[src/rtl/trace_serializer.sv]
// trace_serializer: accepts one TRB_WIDTH-bit trace word and emits it
// LSB first as TRB_WIDTH/n slices of n lanes, where n is sampled when the
// word is accepted. A new word can be accepted on the same edge as the
// last slice is consumed, so there is no bubble between words.
module trace_serializer #(
  parameter int unsigned TRB_WIDTH      = 32,
  parameter int unsigned TRB_MAX_TRACES = 8,
  parameter int unsigned LANE_BITS      = 2
) (
  input  logic                      CLK_I,
  input  logic                      RST_I,
  input  logic [TRB_WIDTH-1:0]      DATA_I,
  input  logic                      DATA_VALID_I,
  output logic                      DATA_READY_O,
  input  logic                      TRIG_I,
  input  logic [LANE_BITS-1:0]      NUM_TRACES_I,
  output logic [TRB_MAX_TRACES-1:0] TRACE_O,
  output logic                      TRACE_VALID_O,
  input  logic                      TRACE_READY_I,
  output logic                      TRIG_O
);

  localparam int unsigned KW    = $clog2(TRB_WIDTH);
  localparam int unsigned MAXLG = $clog2(TRB_MAX_TRACES);

  localparam logic [0:0] IDLE  = 1'b0;
  localparam logic [0:0] SHIFT = 1'b1;

  logic [0:0]                state_q, state_d;
  logic [KW-1:0]             k_q, k_d;
  logic [KW-1:0]             lg_q, lg_d;
  logic [TRB_WIDTH-1:0]      word_q, word_d;
  logic                      trig_q, trig_d;

  logic [KW-1:0]             lg_in;
  logic [KW:0]               slices;
  logic [KW-1:0]             shamt;
  logic                      last;
  logic                      valid;
  logic                      ready;
  logic                      accept;
  logic [TRB_MAX_TRACES-1:0] slice;

  // Clamp the requested lane exponent to the number of physical lanes.
  always_comb begin
    if (32'(NUM_TRACES_I) > MAXLG) lg_in = KW'(MAXLG);
    else                           lg_in = KW'(NUM_TRACES_I);
  end

  // Slice selection for the held word: lanes at or above n read as zero.
  always_comb begin
    slices = (KW+1)'(TRB_WIDTH) >> lg_q;
    last   = ({1'b0, k_q} == (slices - 1'b1));
    shamt  = k_q << lg_q;
    for (int unsigned j = 0; j < TRB_MAX_TRACES; j++) begin
      slice[j] = 1'b0;
      if (j < (32'd1 << lg_q)) slice[j] = word_q[shamt + KW'(j)];
    end
  end

  // Handshake and output gating; reset forces both handshakes low.
  always_comb begin
    valid         = (state_q == SHIFT) && !RST_I;
    ready         = !RST_I && ((state_q == IDLE) || (last && TRACE_READY_I));
    accept        = DATA_VALID_I && ready;
    DATA_READY_O  = ready;
    TRACE_VALID_O = valid;
    TRACE_O       = valid ? slice : '0;
    TRIG_O        = valid && trig_q;
  end

  // Next-state: acceptance loads a fresh word, otherwise advance on consume.
  always_comb begin
    state_d = state_q;
    k_d     = k_q;
    lg_d    = lg_q;
    word_d  = word_q;
    trig_d  = trig_q;
    if (accept) begin
      state_d = SHIFT;
      k_d     = '0;
      lg_d    = lg_in;
      word_d  = DATA_I;
      trig_d  = TRIG_I;
    end else if ((state_q == SHIFT) && TRACE_READY_I) begin
      if (last) begin
        state_d = IDLE;
        k_d     = '0;
      end else begin
        k_d = k_q + 1'b1;
      end
    end
  end

  // State registers with synchronous reset.
  always_ff @(posedge CLK_I) begin
    if (RST_I) begin
      state_q <= IDLE;
      k_q     <= '0;
      lg_q    <= '0;
      word_q  <= '0;
      trig_q  <= 1'b0;
    end else begin
      state_q <= state_d;
      k_q     <= k_d;
      lg_q    <= lg_d;
      word_q  <= word_d;
      trig_q  <= trig_d;
    end
  end

endmodule

[config.mk]
export PLATFORM = sky130hd
export DESIGN_NAME = trace_serializer
export DESIGN_NICKNAME = d
export VERILOG_FILES = /design/src/rtl/trace_serializer.sv
export SDC_FILE = /design/constraint.sdc
export NUM_CORES = 1
export LEC_CHECK = 0
export CAP_MARGIN = 20
export CORE_MARGIN = 1
export CORE_UTILIZATION = 30
export CTS_CLUSTER_DIAMETER = 30
export DETAILED_ROUTE_END_ITERATION = 8
export RECOVER_POWER = 25
export SLEW_MARGIN = 20
export SYNTH_ARGS = -nofsm -noshare
export SYNTH_HDL_FRONTEND = slang
export SYNTH_SLANG_ARGS = --single-unit
[constraint.sdc]
create_clock -name CLK_I -period 3.9 [get_ports CLK_I]
set_clock_uncertainty 0.15 [all_clocks]
set_input_delay 0.975 -clock CLK_I [delete_from_list [all_inputs] [get_ports CLK_I]]
set_output_delay 0.975 -clock CLK_I [all_outputs]
set_load 0.02 [all_outputs]
==> summary.txt <==
Die X-Extent - 112.5 um
WL per Instance - 17.86 um
CP endpoint kind - output port
vias in the first global route - 3392
clock-pin slew on the worst setup and hold paths - 0.06 ns
Row Count - 39
Syn Std Cell Area - 3662 um^2
Syn Nets - 428
final hold viol count - 0
sequential cell area fraction in the yosys report - 22.41%
fin crit period - 3.949 ns
final setup violation count - 3
CP Launch Type - flop
maxcap violations - 0
global-route usage over all layers - 18.17%
crit path DAT - 2.82 ns
# diodes - 0
Final ANT Viol Nets - 0
Max H-tree Level - 2
register bit total from synthesis - 41
Worst slew margin - 38.60%
Top Layer Used - met4
CTS Buf Count - 5
Slew Limit Fails - 0
synth warn - 0
IO Count - 50
starting density of the core - 31.40%
area grow syn2layout - 36.56%
met2 routed WL - 5.245 mm
DR WL met3 - 625 um
Post-route DRC - 0
final worst slack - -0.04902 ns
RD Place Congestion - 0.9539
Hold Crit Endpoint - k_q[4]$_SDFFE_PP0P_
via count - 3352
GRT overflow - 0
reg2reg setup slack - 0.47 ns
largest net degree at the start of global routing - 42
Pleak - 0.001907 uW
DR vias/cell - 5.424
share of post-route cells with drive strength above 1 - 37.05%
Port Buffers - 49
root buf cell - clkbuf_16
Worst Tran Pin Value - 0.9210 ns
Hold Crit Class - reg2reg
critical path class - reg2out
Post-CTS Hold Buffers - 0
Worst R2R End - word_q[22]$_SDFFE_PP0P_
Max Fclk - 0.2532 GHz
Iter 0 DRT Violations - 361
Hold Path Origin - k_q[4]$_SDFFE_PP0P_
latest clock arrival within the worst-skew pair - 0.28 ns
CTS tree - done
first-pass GRT wire length - 18.29 mm
post-synthesis async set-or-reset flop share - 0%
initial antenna violation count - 0
Crit Path Max Fanout - 7
Layout Utilization - 42.88%
layout net count - 524
Worst Hold Slack - 0.4368 ns
Metal-1 WL - 4.948 mm
crit share post-route - 101.3%
Total Routed Length - 11.04 mm
FF-to-FF Start - lg_q[0]$_SDFFE_PP0P_
CTS sink cnt - 41
Synth cell types - 53
Post-Syn Instances - 379
total die area - 12650 um^2
Peak VDD IR - 152.9 uV
outcome - complete, but fails checks
EDFF count, synth - 0
post-DP HPWL - 8.467 mm
clock tree buffer depth - 2
RSZ-0062 raised after global routing - true
core area - 11660 um^2
pwr dens - 249.2 nW/um^2
Die H - 112.5 um
setup TNS - -0.08483 ns
detailed-router iteration count before antenna repair - 4
Worst EP required - 2.77 ns
hold depth - 2
failing checks - setup timing
Worst R2R Path Depth - 10
Mapped Avg Cell Area - 9.663 um^2
most used flip-flop cell after synthesis - dfxtp_1
sequential cells by signal, indices dropped and copies added (netlist names):
signal	count
k_q	5
lg_q	2
state_q	1
trig_q	1
word_q	32
stage by stage:
stage,setup slack (ns),area [um^2],power (uW),instances
CTS,-0.02969,4912,1243,617
global placement,-0.2860,4651,812.7,604
finish,-0.04902,5001,1247,618
detailed placement,-0.3112,4651,819.1,604
floorplan,0.007194,3671,684.3,379
global route,-0.1226,5001,1304,618
critical path, stage by stage (launching register included):
cell     delay, ns
dfxtp_4       0.37
or3b_4        0.43
ha_4          0.31
mux4_2        0.52
mux4_2        0.49
mux2i_2       0.20
nor2_1        0.06
buf_2         0.16
kinds of logic (layout without fill, tap and decap cells):
group	Yosys count	count (layout)	share of synthesized area [%]
adder cells (fa/ha/maj)	10	10	3.416
AO/OA/AOI/OAI	79	79	14.42
AND/OR/NAND/NOR	105	105	15.31
flip-flops	41	41	22.41
multiplexers	85	85	33.79
XOR/XNOR	20	20	5.193
buffers and inverters	39	135	5.466
where the power goes:
part | internal (uW) | switching (uW)
logic | 196 | 153
registers | 446 | 38.8
clock network | 251 | 161
total | 894 | 353
final cells by class:
class | count | area [um^2]
clock buffers | 7 | 142.6
fillers | 1116 | 6661
inverters | 11 | 41.29
multi-input cells | 299 | 2821
flip-flops and latches | 41 | 824.5
well taps | 143 | 178.9
repair buffers | 117 | 992.2
cell usage in the layout (no fill, tap or decap), types with 9 or more instances in the layout:
master,instances
buf_4,64
clkdlybuf4s50_1,41
nor2_1,13
a21oi_1,9
mux4_2,26
mux2i_1,20
a31oi_1,12
nor2b_1,36
nand2_1,25
mux2_2,35
o21ai_0,16
dfxtp_1,40
repair_timing:
action | in CTS | in global routing
pin swaps | 4 | 6
resized for setup | 50 | 25
endpoints found under the setup margin | 8 | 7
buffers inserted | 6 | 1
cells in the mapped netlist, types with 6 or more instances:
| cell | count | area share (%) |
|---|---|---|
| mux2i_1 | 22 | 6.0 |
| mux2_2 | 37 | 11 |
| xnor2_1 | 8 | 1.9 |
| xor2_1 | 10 | 2.4 |
| a21oi_1 | 12 | 1.6 |
| dfxtp_1 | 41 | 22 |
| clkbuf_1 | 11 | 1.1 |
| nor2_1 | 13 | 1.3 |
| ha_1 | 10 | 3.4 |
| o21ai_0 | 16 | 2.2 |
| o22ai_1 | 6 | 1.0 |
| inv_1 | 9 | 0.92 |
| a31oi_1 | 12 | 2.0 |
| buf_2 | 7 | 0.96 |
| nor2b_1 | 36 | 6.1 |
| nand2_1 | 26 | 2.7 |
| mux4_2 | 22 | 14 |
layer usage:
metal	global-route usage (%)	vias to the layer above
met5	0	-
met4	5.333	0
met3	3.618	18
met2	29.23	91
met1	24.66	1647
li1	-	1596
worst max path at each step:
stage / from / endpoint / slack (ns) / cells past startpoint
6_report: lg_q[0]$_SDFFE_PP0P_ / TRACE_O[7] / -0.05 / 7
5_1_grt: lg_q[0]$_SDFFE_PP0P_ / TRACE_O[7] / -0.12 / 12
4_1_cts: lg_q[0]$_SDFFE_PP0P_ / TRACE_O[7] / -0.03 / 7
3_5_place_dp: lg_q[0]$_SDFFE_PP0P_ / TRACE_O[7] / -0.31 / 9
3_3_place_gp: lg_q[0]$_SDFFE_PP0P_ / TRACE_O[3] / -0.29 / 7
2_1_floorplan: lg_q[0]$_SDFFE_PP0P_ / TRACE_O[7] / 0.007 / 11
No activity file was read; power rests on OpenSTA's default activity.
